==> src/rtl/mem_access_ctrl.sv <==
// Purpose : RV32I memory-stage sequencer; runs loads, stores and sub-word read-modify-write on a single-port word memory.
// Latency : zero-wait memory: load/SW 2 cycles start-to-done, SB/SH 4 cycles; each bus wait adds one cycle.
// Backpress: stalls the pipeline while an access is in flight; the bus request is held until acked or timed out.
//
// Ports:
//   i_Clk_1, i_Rst_1          clock (rising edge), async active-high reset
//   i_Valid_1/i_Load_1/i_Store_1/i_LoadStoreWidth_2/i_ALUResult_32/i_MergedStoreData_32
//                             instruction from the memory stage (held stable while stalled)
//   o_LoadData_32             last word read from memory, held until the next read ack
//   o_Stall_1/o_Done_1/o_Misaligned_1/o_BusError_1
//                             pipeline status
//   o_MemReq_1/o_MemWe_1/o_MemAddr_32/o_MemWData_32/i_MemAck_1/i_MemRData_32
//                             memory bus; ack accepts the request and carries read data
module mem_access_ctrl #(
    parameter int TIMEOUT = 255,
    parameter int CNT_W   = 8
) (
    input  logic        i_Clk_1,
    input  logic        i_Rst_1,
    input  logic        i_Valid_1,
    input  logic        i_Load_1,
    input  logic        i_Store_1,
    input  logic [1:0]  i_LoadStoreWidth_2,
    input  logic [31:0] i_ALUResult_32,
    input  logic [31:0] i_MergedStoreData_32,
    output logic [31:0] o_LoadData_32,
    output logic        o_Stall_1,
    output logic        o_Done_1,
    output logic        o_Misaligned_1,
    output logic        o_BusError_1,
    output logic        o_MemReq_1,
    output logic        o_MemWe_1,
    output logic [31:0] o_MemAddr_32,
    output logic [31:0] o_MemWData_32,
    input  logic        i_MemAck_1,
    input  logic [31:0] i_MemRData_32
);

    typedef enum logic [2:0] {IDLE, RD, MERGE, WR, DONE} state_t;

    state_t           state;
    logic [CNT_W-1:0] waitCnt;
    logic             isRmw;      // SB/SH store: read, merge, then write
    logic             start;
    logic             misaligned;
    logic             ackSeen;
    logic             timeoutHit;

    // No new access is evaluated while reset is held, so every output reads 0 in reset.
    assign start      = i_Valid_1 & (i_Load_1 | i_Store_1) & ~i_Rst_1;
    assign misaligned = ((i_LoadStoreWidth_2 == 2'b01) & i_ALUResult_32[0])
                      | ((i_LoadStoreWidth_2 == 2'b10) & (i_ALUResult_32[1:0] != 2'b00));

    // An ack only counts while a request is actually outstanding.
    assign ackSeen    = i_MemAck_1 & o_MemReq_1;

    // The counter holds the number of unacked cycles already spent; the cycle that
    // would make it reach TIMEOUT ends the access instead.
    assign timeoutHit = (TIMEOUT != 0) && !ackSeen && (waitCnt == CNT_W'(TIMEOUT - 1));

    assign o_Misaligned_1 = (state == IDLE) & start & misaligned;
    assign o_Stall_1      = ((state == IDLE) & start & ~misaligned)
                          | (state == RD) | (state == MERGE) | (state == WR);

    always_ff @(posedge i_Clk_1 or posedge i_Rst_1) begin
        if (i_Rst_1) begin
            state         <= IDLE;
            waitCnt       <= '0;
            isRmw         <= 1'b0;
            o_LoadData_32 <= '0;
            o_Done_1      <= 1'b0;
            o_BusError_1  <= 1'b0;
            o_MemReq_1    <= 1'b0;
            o_MemWe_1     <= 1'b0;
            o_MemAddr_32  <= '0;
            o_MemWData_32 <= '0;
        end else begin
            case (state)
                IDLE: begin
                    if (start && !misaligned) begin
                        o_MemAddr_32 <= {i_ALUResult_32[31:2], 2'b00};
                        isRmw        <= i_Store_1 & (i_LoadStoreWidth_2 != 2'b10);
                        waitCnt      <= '0;
                        o_MemReq_1   <= 1'b1;
                        if (i_Store_1 && (i_LoadStoreWidth_2 == 2'b10)) begin
                            // Full-word store needs no read; the datapath word is final.
                            o_MemWData_32 <= i_MergedStoreData_32;
                            o_MemWe_1     <= 1'b1;
                            state         <= WR;
                        end else begin
                            o_MemWe_1 <= 1'b0;
                            state     <= RD;
                        end
                    end
                end
                RD: begin
                    if (ackSeen) begin
                        o_LoadData_32 <= i_MemRData_32;
                        o_MemReq_1    <= 1'b0;
                        if (isRmw) begin
                            state <= MERGE;
                        end else begin
                            o_Done_1 <= 1'b1;
                            state    <= DONE;
                        end
                    end else if (timeoutHit) begin
                        o_MemReq_1   <= 1'b0;
                        o_Done_1     <= 1'b1;
                        o_BusError_1 <= 1'b1;
                        state        <= DONE;
                    end else begin
                        waitCnt <= waitCnt + CNT_W'(1);
                    end
                end
                MERGE: begin
                    // Datapath has merged the sub-word into the held read word by now.
                    o_MemWData_32 <= i_MergedStoreData_32;
                    o_MemReq_1    <= 1'b1;
                    o_MemWe_1     <= 1'b1;
                    waitCnt       <= '0;
                    state         <= WR;
                end
                WR: begin
                    if (ackSeen) begin
                        o_MemReq_1 <= 1'b0;
                        o_MemWe_1  <= 1'b0;
                        o_Done_1   <= 1'b1;
                        state      <= DONE;
                    end else if (timeoutHit) begin
                        o_MemReq_1   <= 1'b0;
                        o_MemWe_1    <= 1'b0;
                        o_Done_1     <= 1'b1;
                        o_BusError_1 <= 1'b1;
                        state        <= DONE;
                    end else begin
                        waitCnt <= waitCnt + CNT_W'(1);
                    end
                end
                DONE: begin
                    o_Done_1     <= 1'b0;
                    o_BusError_1 <= 1'b0;
                    state        <= IDLE;
                end
                default: state <= IDLE;
            endcase
        end
    end

endmodule

==> config.mk <==
export PLATFORM = sky130hd
export DESIGN_NAME = mem_access_ctrl
export DESIGN_NICKNAME = d
export VERILOG_FILES = /design/src/rtl/mem_access_ctrl.sv
export SDC_FILE = /design/constraint.sdc
export NUM_CORES = 1
export LEC_CHECK = 0
export BUFFER_PORTS_ARGS = -buffer_cell sky130_fd_sc_hd__buf_4
export CORE_UTILIZATION = 47
export CTS_CLUSTER_SIZE = 16
export DETAILED_ROUTE_END_ITERATION = 16
export GPL_TIMING_DRIVEN = 0
export PLACE_DENSITY = 0.79
export SLEW_MARGIN = 20
export SYNTH_ARGS = -nofsm -noshare
export SYNTH_HDL_FRONTEND = slang
export SYNTH_SLANG_ARGS = --single-unit
==> constraint.sdc <==
create_clock -name i_Clk_1 -period 4.6 [get_ports i_Clk_1]
set_input_delay 0.23 -clock i_Clk_1 [delete_from_list [all_inputs] [get_ports i_Clk_1]]
set_output_delay 0.23 -clock i_Clk_1 [all_outputs]
set_load 0.02 [all_outputs]
==> results of run 1 <==
==> flip-flops by register name, summed over array words and instances, names as in the netlist <==
| register | flops |
|---|---|
| waitCnt | 8 |
| isRmw | 1 |
| o_LoadData_32 | 32 |
| o_MemAddr_32 | 30 |
| o_BusError_1 | 1 |
| o_MemWData_32 | 32 |
| o_MemReq_1 | 1 |
| o_MemWe_1 | 1 |
| state | 3 |
| o_Done_1 | 1 |
==> worst max-delay path by stage <==
stage                     startpoint  slack, ns  cells after the start                end
after floorplan              i_Rst_1       0.40                      7  o_MemWData_32[10]
after global placement       i_Rst_1      -0.84                      8  o_MemWData_32[13]
after detailed placement     i_Rst_1       2.39                      8  o_MemWData_32[25]
after CTS                    i_Rst_1       2.12                      7          o_Stall_1
after global routing         i_Rst_1       1.97                      7          o_Stall_1
final                        i_Rst_1       2.13                      7          o_Stall_1
==> cells in the final DEF, fill, tap and decap left out, types with 2 or more instances in the layout <==
| cell type | n |
|---|---|
| mux2_1 | 28 |
| o21ai_0 | 14 |
| mux2i_1 | 4 |
| conb_1 | 2 |
| inv_6 | 3 |
| o21ai_1 | 2 |
| buf_6 | 4 |
| inv_1 | 7 |
| nand3_1 | 5 |
| nor2_1 | 14 |
| mux2_4 | 29 |
| nor3_1 | 3 |
| nand2b_1 | 3 |
| nand2_1 | 10 |
| clkinv_4 | 2 |
| buf_4 | 208 |
| ha_1 | 2 |
| nand4_1 | 4 |
| a21oi_1 | 3 |
| a31oi_1 | 3 |
| a22o_1 | 2 |
| dfrtp_1 | 110 |
| mux2_2 | 38 |
| buf_2 | 3 |
| clkbuf_8 | 10 |
| clkbuf_1 | 3 |
==> worst register-to-register path, cell delays in order, from the launching register on <==
cell and delay, ns:
dfrtp_1 0.44, inv_1 0.08, ha_1 0.14, nand4_1 0.17
o21ai_1 0.29, a21oi_1 0.17, o21ai_1 0.19, mux2_2 0.36
==> routing by layer <==
layer / wire length (µm) / part of all wire
met1: 4247 / 0.41
met2: 5250 / 0.51
met3: 724 / 0.070
met4: 102 / 0.0099
met5: 0 / 0
==> report_power, final <==
group	internal [µW]	total (µW)	switching [µW]	leakage, µW
logic	969	1950	978	0.00179
registers	1390	1630	239	0.00137
clock network	221	560	339	0.0000992
total	2580	4130	1560	0.00326
==> final cells by class <==
class                   instances  area, µm²  share of cell area
plain buffers                  15      108.9             0.01671
clock buffers                  10      137.6             0.02113
clock inverters                 6      51.30            0.007874
inverters                       8      35.03            0.005377
multi-input cells             182       1707              0.2620
flip-flops and latches        110       2753              0.4225
well taps                     129      161.4             0.02477
repair buffers                205       1562              0.2397
==> metrics by stage <==
| step | util | total power (µW) |
|---|---|---|
| after floorplan | - | 2731 |
| after global placement | 0.6705 | 3543 |
| after detailed placement | 0.6740 | 3612 |
| after CTS | 0.6952 | 4175 |
| after global routing | 0.6952 | 4372 |
| final | 0.6952 | 4135 |
==> Yosys cell counts, types with 2 or more instances <==
master,count
nor3_1,3
a22o_1,2
buf_2,3
nand2_1,10
mux2_2,38
mux2_4,29
o21ai_0,14
o21ai_1,2
inv_1,8
buf_4,5
a21oi_1,3
nor2_1,14
buf_6,4
clkbuf_1,3
ha_1,2
mux2i_1,4
nand2b_1,3
dfrtp_1,110
mux2_1,28
nand4_1,4
nand3_1,5
a31oi_1,3
==> logic make-up (layout without fill, tap and decap cells) <==
group / count (synthesis) / in the layout / share of synthesized area
flip-flops: 110 / 110 / 0.5991
other: 1 / 2 / 0.0008162
AO/OA/AOI/OAI: 32 / 32 / 0.04467
AND/OR/NAND/NOR: 47 / 47 / 0.05447
adder cells (fa/ha/maj): 2 / 2 / 0.005446
buffers and inverters: 23 / 244 / 0.03023
multiplexers: 99 / 99 / 0.2653
==> results.txt, run 1 <==
I/O pin count = 206
R2R setup slack = 2.65 ns
GR Util met1 = 0.2511
Post-route cell area = 6515 µm²
Period utilization = 0.5364
H-tree levels = 3
CP top delay family = buffers and inverters
Die width = 100.9 µm
Dominant cells by area after synthesis = dfrtp_1, mux2_4, mux2_2, mux2_1, o21ai_0
Post-DR wirelength/cell = 15.52 µm
Postcts setup bufs = 0
Post-synth EDFFs = 0
Inst Count DP = 648
CP Data Required Time = 4.37 ns
Gr busiest metal = met2
Hold Vio Cnt, Final = 0
Dpl hpwl = 7839 µm
Hold Crit Start = i_ALUResult_32[8]
Vias per inst = 4.899
Critical path's largest stage delay = 0.54 ns
Fmax = 405.3 MHz
Synthesized area = 4594 µm²
Slew HR = 0.5637
Status = completed
Fin crit period = 2.468 ns
CTS root buf = clkbuf_8
Final wirelength = 10320 µm
RSZ-0062 raised after global routing = false
Slew at the pin closest to its max-slew limit = 0.6454 ns
Synth cell types = 39
Syn_area_per_cell = 14.63 µm²
Initial Util = 0.4903
Number of fill cells = 694
Worst hold margin = 0.06776 ns
Largest area contributor in the netlist = dfrtp_1
Pre-antenna DRT Iters = 4
Crit Reg-Reg Startpoint = waitCnt[0]
Count of buffer and inverter cells on the critical path = 5
Slowest stage cell, crit path = dlygate4sd3_1
Critical Path AT = 2.24 ns
# setup viols final = 0
Clock sink count = 110
Slew Limit Fails = 0
VDD IR max = 371.5 µV
Largest net degree at the start of global routing = 59
Via count of the first global-routing pass = 3344
Placed Area = 6316 µm²
First-pass GRT wire length = 16020 µm
Post-route DRC violation count = 0
Post-Layout Cell Count = 665
Mapped Cells = 314
Clock slew at reported path FFs = 0.11 ns
Initial antenna violation count = 0
Met2 Usage GRT = 0.3599
Reg2Reg Depth = 7
CTS tree = built
Clock tree buffer depth = 2
Post-cts gate resize count = 0
Synth warn = 0
Grt ovf = 0
Place WS = 2.385 ns
Async S/R FF share, synth = 1.000
CP endpoint kind = output pin
Port Buffers = 203
Met3 GRT Util = 0.04716
Hold Crit Endpoint = o_MemAddr_32[8]
Final Wtd Congestion = 0.8483
Worst Path Max Fanout = 54
CP Cell Sequence = dlygate4sd3_1, buf_4, inv_6, o211ai_2, o31a_1, inv_1, buf_4
Register area share after synthesis = 0.5991
Post-CTS Hold Fix Bufs = 1
Synth-to-Final Area Change = 41.80%
Synthesized flop and latch total = 110
Total negative slack = 0 ns
Share of cells above drive strength 1 = 0.5728
Max-Cap Viols = 0
Most used cell, CP = buf_4
Global-route usage over all layers = 0.2054
Core Rows = 35
DRT antenna net count = 0
Core area = 9371 µm²
FF-to-FF End = waitCnt[1]
Hold Crit Class = primary input to flop
Yosys top cell area share = 0.5991
Layout Nets = 637
Die area = 10170 µm²
Final worst slack = 2.132 ns
Post-synth top flop = dfrtp_1
Die span in y = 100.9 µm
DR vias = 3258
Ant. Diodes = 0
Worst hold path stage count = 2
Worst Setup Path Type = primary input to output pin
CP startpoint kind = primary input
Worst-Skew Late Latency = 0.37 ns
Static power due to leakage = 0.003261 µW
Skew final = 0.02097 ns
Num CTS Buffers = 9
Cell Pwr Density = 634.6 nW/µm²
DR iter-0 viols = 71
Note: power is estimated with default switching activity, not from simulation.
==> inputs of run 2 (changes only) <==
--- a/config.mk
+++ b/config.mk
@@ -5,6 +5,7 @@
 export SDC_FILE = /design/constraint.sdc
 export NUM_CORES = 1
 export LEC_CHECK = 0
+export ABC_AREA = 1
 export BUFFER_PORTS_ARGS = -buffer_cell sky130_fd_sc_hd__buf_4
 export CORE_UTILIZATION = 47
 export CTS_CLUSTER_SIZE = 16
==> constraint.sdc (replaced) <==
create_clock -name i_Clk_1 -period 2.53 [get_ports i_Clk_1]
set_input_delay 0.1265 -clock i_Clk_1 [delete_from_list [all_inputs] [get_ports i_Clk_1]]
set_output_delay 0.1265 -clock i_Clk_1 [all_outputs]
set_load 0.02 [all_outputs]
==> run 2 against run 1 <==
  * Synthesized cell count rose by 54%
  * Highest routed layer unchanged
  * Sequential power rose by 94%
  * Clock power rose by 75%
  * Global-route usage rose by 12 points
  * Register-to-register slack got worse by 1.8 ns
  * Clock-buffer cell count did not move
  * Die area rose by 0.48%
  * Clock skew rose by 0.00097 ns
  * Utilization rose by 12 points
  * Sequential share of layout area fell by 6.3 points
  * Combinational power rose by 140%
==> results.txt, run 2 <==
Status = completed
Total negative slack = 0 ns (unchanged)
# setup viols final = 0 (unchanged)
Synthesized area = 4617 µm² (+0.49%)
Initial antenna violation count = 1 (+1)
Cell Pwr Density = 1157 nW/µm² (+82%)
Final worst slack = 0.2135 ns (-1.919 ns)
Grt ovf = 0 (unchanged)
Share of cells above drive strength 1 = 0.3635 (-0.2092)
Synth cell types = 25 (-36%)
Hold Crit Endpoint = isRmw
Post-synth top flop = dfrtp_1
CTS root buf = clkbuf_8
Post-route cell area = 7659 µm² (+18%)
Synth-to-Final Area Change = 65.88%
Largest area contributor in the netlist = dfrtp_1
RSZ-0062 raised after global routing = false
Hold Crit Start = i_Store_1
Register area share after synthesis = 0.5962 (-0.002923)
Post-Route Utilization = 0.8172 (+0.1220)
Fin crit period = 2.316 ns
Hold Vio Cnt, Final = 0 (unchanged)
Worst hold margin = 0.03313 ns (-0.03463 ns)
Die span in y = 101.1 µm (+0.24%)
R2R setup slack = 0.88 ns (-1.77 ns)
Sequential Power Share = 0.358 (-0.036)
Fmax = 431.7 MHz
Initial Util = 0.4927 (+0.002403)
Reg2Reg Depth = 7 (unchanged)
Dpl hpwl = 9002 µm (+15%)
CP endpoint kind = output pin
Worst Path Max Fanout = 17 (-69%)
Synth warn = 0 (unchanged)
Clock slew at reported path FFs = 0.10 ns (about the same)
Place WS = 0.5759 ns (-1.810 ns)
Largest registers = o_LoadData_32: 32 flops, o_MemWData_32: 32 flops, o_MemAddr_32: 30 flops
Die area = 10220 µm² (+0.48%)
Worst-Skew Late Latency = 0.38 ns (about the same)
Via count of the first global-routing pass = 4988 (+49%)
DR vias = 4796 (+47%)
Max-Cap Viols = 0 (unchanged)
Async S/R FF share, synth = 1.000 (unchanged)
Final Wtd Congestion = 0.8481 (about the same)
Hold Crit Class = primary input to flop
Number of fill cells = 541 (-22%)
Worst hold path stage count = 3 (+1)
Crit Reg-Reg Startpoint = state[2]
VDD IR max = 680.3 µV (+83%)
Post-synth EDFFs = 0 (unchanged)
Slew Limit Fails = 0 (unchanged)
Multi-input gate area = 1665 µm² (-2.4%)
Skew final = 0.02194 ns (+0.0009725 ns)
Most frequent cells in the layout = buf_4, nand2_1, dfrtp_1
Synthesized flop and latch total = 110 (unchanged)
Core Rows = 35 (unchanged)
Static power due to leakage = 0.004006 µW (+23%)
Final wirelength = 16510 µm (+60%)
Most common cell in the synthesized netlist = nand2_1
Commonest non-fill, non-tap cell in the layout = buf_4
CTS tree = built
CP top delay family = buffers and inverters
Vias per inst = 5.124 (+4.6%)
CP startpoint kind = primary input
Post-synth top cells = nand2_1, dfrtp_1, nand3_1
Clock tree buffer depth = 2 (unchanged)
Clock sink count = 110 (unchanged)
Critical Path AT = 2.19 ns (-0.05 ns)
Critical path's largest stage delay = 0.54 ns (about the same)
Reg area = 2753 µm² (unchanged)
Sw Ratio = 0.4432 (+0.06678)
Post-route DRC violation count = 0 (unchanged)
Period utilization = 0.9156
Psw = 3927 µW (+150%)
Count of buffer and inverter cells on the critical path = 7 (+2)
Dominant cells by area after synthesis = dfrtp_1, nand2_1, mux2_2, nand3_1, mux2_1
Pint = 4934 µW (+91%)
Clock power share = 0.110 (-0.025)
FF-to-FF End = o_MemAddr_32[24]
Pre-antenna DRT Iters = 5 (+1)
First-pass GRT wire length = 24750 µm (+54%)
Die width = 101.1 µm (+0.24%)
Slowest stage cell, crit path = dlygate4sd3_1
DRT antenna net count = 0 (unchanged)
Most used cell, CP = nand2_4
CP Data Required Time = 2.40 ns (-1.97 ns)
H-tree levels = 3 (unchanged)
I/O pin count = 206 (unchanged)
Largest net degree at the start of global routing = 35 (-41%)
Port Buffers = 203 (unchanged)
Syn_area_per_cell = 9.539 µm² (-35%)
Combinational power share = 0.532 (+0.061)
Mapped Cells = 484 (+54%)
Placed Area = 6462 µm² (+2.3%)
Global-route usage over all layers = 0.3215 (+0.1160)
CP Cell Sequence = dlygate4sd3_1, buf_4, clkinvlp_4, buf_12, buf_16, nand2_1, nor2_1, nand2_2, nand2_4, buf_6, nand2_4, nand2_4, buf_4
DR iter-0 viols = 238 (+240%)
Num CTS Buffers = 9 (unchanged)
Yosys top cell area share = 0.5962 (-0.002923)
Layout Nets = 908 (+43%)
Core area = 9371 µm² (unchanged)
Post-DR wirelength/cell = 17.64 µm (+14%)
Worst Setup Path Type = primary input to output pin
-- run 2: cell count changes in the layout (fill, tap and decap cells not counted), moves of 6 or more --
cell / before / now
buf_4: 208 / 215
dlygate4sd3_1: 1 / 95
inv_1: 7 / 15
inv_2: 0 / 6
mux2_1: 28 / 9
mux2_2: 38 / 23
mux2_4: 29 / 0
nand2_1: 10 / 203
nand3_1: 5 / 48
o21ai_0: 14 / 3
-- run 2: stage by stage --
step / total power, µW / cells
after floorplan: 5594 / 485
after global placement: 7339 / 817
after detailed placement: 7495 / 821
after CTS: 8571 / 931
after global routing: 9344 / 936
final: 8860 / 936
-- run 2: worst register-to-register path, cell delays in order (launching register included) --
cell and delay (ns):
dfrtp_1 0.44, nor2_2 0.25, nand2_1 0.20, nor2_4 0.23, inv_2 0.09, buf_6 0.15, nand2_1 0.10, nand2_1 0.07
-- run 2: area by class of cell --
type | instances | area share
diodes | 1 | 0.0003267
multi-input cells | 331 | 0.2174
inverters | 22 | 0.01127
well taps | 129 | 0.02108
clock inverters | 5 | 0.005555
repair buffers | 306 | 0.3441
flip-flops and latches | 110 | 0.3594
clock buffers | 10 | 0.01666
plain buffers | 22 | 0.02418
-- run 2: worst max-delay path by stage --
stage | endpoint | depth (start not counted) | slack [ns] | startpoint
final | o_Stall_1 | 13 | 0.21 | i_Rst_1
after global routing | o_Stall_1 | 13 | 0.09 | i_Rst_1
after floorplan | state[1] | 8 | -0.14 | i_Rst_1
after global placement | o_Stall_1 | 10 | -1.08 | i_Rst_1
after detailed placement | o_Stall_1 | 12 | 0.58 | i_Rst_1
after CTS | o_Stall_1 | 13 | 0.01 | i_Rst_1
-- run 2: cells by family after synthesis --
kind of cell | share of synthesized area
buf+inv | 0.04878
simple gates | 0.2531
compound gates | 0.01762
flops | 0.5962
mux | 0.07805
other cells | 0.0008122
fa+ha+maj | 0.005419
-- run 2: power groups by stage --
stage,clock (µW),combinational [µW],sequential [µW]
after detailed placement,0,4400,3090
after global routing,1060,5040,3240
after floorplan,0,1580,4010
final,978,4710,3170
after CTS,986,4520,3060
after global placement,0,4290,3050
-- run 2: routing by layer --
layer / up-vias / GRT usage / routed length [µm]
met5: - / 0 / 0
met4: 0 / 0.1851 / 642
met3: 64 / 0.09501 / 1448
met2: 267 / 0.5583 / 8412
met1: 2304 / 0.3506 / 6008
li1: 2161 / - / -
-- run 2: repair_timing --
| action | in CTS | in global routing |
|---|---|---|
| setup buffers | 0 | 2 |
| hold buffers | 95 | 0 |
| hold endpoints to repair | 127 | 0 |
| resized for setup | 0 | 1 |
| endpoints found under the setup margin | 0 | 1 |
==> inputs of run 3 (changes only) <==
--- a/config.mk
+++ b/config.mk
@@ -12,6 +12,7 @@
 export DETAILED_ROUTE_END_ITERATION = 16
 export GPL_TIMING_DRIVEN = 0
 export PLACE_DENSITY = 0.79
+export RECOVER_POWER = 100
 export SLEW_MARGIN = 20
 export SYNTH_ARGS = -nofsm -noshare
 export SYNTH_HDL_FRONTEND = slang
==> run 3 against run 2 <==
  * Largest cell class is now registers
  * Global-route usage unchanged
  * First-iteration DRC count down 16%
  * Largest power group unchanged
  * Wire length down 0.55%
  * Clock power about the same
  * Setup slack worse by 0.016 ns
  * Combinational power down 16%
  * Highest routed layer unchanged
  * Final area down 6.7%
==> results.txt, run 3 (same netlist as run 2, synthesis figures left out) <==
# setup viols final = 0 (unchanged)
Total power = 8098 µW (-8.6%)
Global-route usage over all layers = 0.3215 (unchanged)
Vias per inst = 5.151 (+0.52%)
Dpl hpwl = 9002 µm (unchanged)
Via count of the first global-routing pass = 4988 (unchanged)
Cell Pwr Density = 1133 nW/µm² (-2.0%)
Clock tree buffer depth = 2 (unchanged)
H-tree levels = 3 (unchanged)
Sw Ratio = 0.4796 (+0.03638)
Fmax = 428.8 MHz (-0.67%)
CTS tree = built
Worst hold path stage count = 3 (unchanged)
Core area = 9371 µm² (unchanged)
DR vias = 4821 (+0.52%)
Worst Path Max Fanout = 17 (unchanged)
Worst Setup Path Type = primary input to flop
Hold Crit Class = primary input to flop
First-pass GRT wire length = 24750 µm (unchanged)
Core Rows = 35 (unchanged)
Final wirelength = 16420 µm (-0.55%)
Die area = 10220 µm² (unchanged)
Fin crit period = 2.332 ns (+0.01562 ns)
DRT antenna net count = 0 (unchanged)
Clock slew at reported path FFs = 0.10 ns (about the same)
Period utilization = 0.9218 (+0.006174)
Share of cells above drive strength 1 = 0.2146 (-0.1489)
Slew at the pin closest to its max-slew limit = 1.058 ns
I/O pin count = 206 (unchanged)
Num CTS Buffers = 9 (unchanged)
Slew HR = 0.2947
Max-Cap Viols = 0 (unchanged)
Largest registers = o_LoadData_32: 32 flops, o_MemWData_32: 32 flops, o_MemAddr_32: 30 flops
Skew final = 0.01770 ns (-0.004239 ns)
Largest net degree at the start of global routing = 35 (unchanged)
Pint = 4214 µW (-15%)
Critical Path AT = 2.59 ns (+0.40 ns)
Reg2Reg Depth = 6 (-1)
Post-DR wirelength/cell = 17.54 µm (-0.55%)
Pre-antenna DRT Iters = 5 (unchanged)
CP Data Required Time = 2.78 ns (+0.38 ns)
Grt ovf = 0 (unchanged)
CP startpoint kind = primary input
Slew Limit Fails = 0 (unchanged)
Final Wtd Congestion = 0.8481 (unchanged)
Initial antenna violation count = 1 (unchanged)
DR iter-0 viols = 199 (-16%)
Hold Vio Cnt, Final = 0 (unchanged)
Status = completed
Layout Nets = 908 (unchanged)
Most frequent cells in the layout = nand2_1, clkbuf_1, dfrtp_1
Worst hold margin = 0.03110 ns (-0.002029 ns)
Hold Crit Start = i_Store_1
Commonest non-fill, non-tap cell in the layout = nand2_1
Psw = 3883 µW (-1.1%)
Combinational power share = 0.490 (-0.042)
Die width = 101.1 µm (unchanged)
Initial Util = 0.4927 (unchanged)
Port Buffers = 203 (unchanged)
Worst-Skew Late Latency = 0.38 ns (about the same)
Post-route DRC violation count = 0 (unchanged)
CP endpoint kind = flop
CTS root buf = clkbuf_8
Synth-to-Final Area Change = 54.77%
Worst Setup SP = i_Rst_1
Die span in y = 101.1 µm (unchanged)
Sequential Power Share = 0.388 (+0.030)
Static power due to leakage = 0.003556 µW (-11%)
Clock power share = 0.121 (+0.011)
VDD IR max = 605.9 µV (-11%)
Crit Reg-Reg Startpoint = state[2]
Clock sink count = 110 (unchanged)
[run 3: cell count changes in the layout (fill, tap and decap cells not counted), sizes merged]
cell | before | now
buf | 231 | 119
clkbuf | 12 | 124
[run 3: area by class of cell]
cell class	instances	area [µm²]
Sequential cell	110	2753
Inverter	22	86.33
Fill cell	724	2226
Clock buffer	10	127.6
Tap cell	129	161.4
Buffer	22	146.4
Clock inverter	5	42.54
Multi-Input combinational cell	331	1643
Timing Repair Buffer	306	2183
Antenna cell	1	2.502
[run 3: through the flow]
stage,instance area [µm²],utilization,TNS [ns],instances,setup WS [ns]
detailed placement,6462,0.6896,0,821,0.5759
finish,7146,0.7625,0,936,0.1979
CTS,7584,0.8092,0,931,0.01161
global route,7146,0.7625,-0.02806,936,-0.02806
global placement,6375,0.6802,-70.50,817,-1.084
floorplan,4690,-,-7.462,485,-0.1358
[run 3: final timing paths]
kind	end	slack [ns]
max in group asynchronous	o_LoadData_32[29]	0.54
min in group asynchronous	o_MemAddr_32[29]	0.21
setup reg to reg	o_LoadData_32[16]	0.48
hold / removal	isRmw	0.03
hold reg to reg	o_MemWData_32[26]	0.48
setup / recovery	o_MemAddr_32[11]	0.20
[run 3: worst max-delay path, stage by stage]
cell,delay [ns]
dlygate4sd3_1,0.54
clkbuf_1,0.12
clkinvlp_4,0.16
buf_12,0.13
buf_16,0.14
nand2_1,0.09
nor2_1,0.13
nand2_2,0.08
nor2_1,0.43
inv_1,0.17
clkbuf_2,0.23
nand2_1,0.13
nand2_1,0.09
[run 3: routing by layer]
metal,vias up,part of all wire,GRT usage
met5,-,0,0
met4,0,0.038,0.1851
met3,67,0.084,0.09501
met2,253,0.51,0.5583
met1,2336,0.37,0.3506
li1,2165,-,-
[run 3: power groups by stage]
stage / logic [µW] / clock network [µW] / registers (µW)
after CTS: 4520 / 986 / 3060
after global placement: 4290 / 0 / 3050
after global routing: 4290 / 1060 / 3220
after detailed placement: 4400 / 0 / 3090
after floorplan: 1580 / 0 / 4010
final: 3970 / 981 / 3150
[run 3: repair_timing]
action                                 4_1_cts  5_1_grt
gates resized for setup                      0        1
setup endpoints to repair                    0        1
setup buffers                                0        2
hold buffers                                95        0
endpoints found under the hold margin      127        0
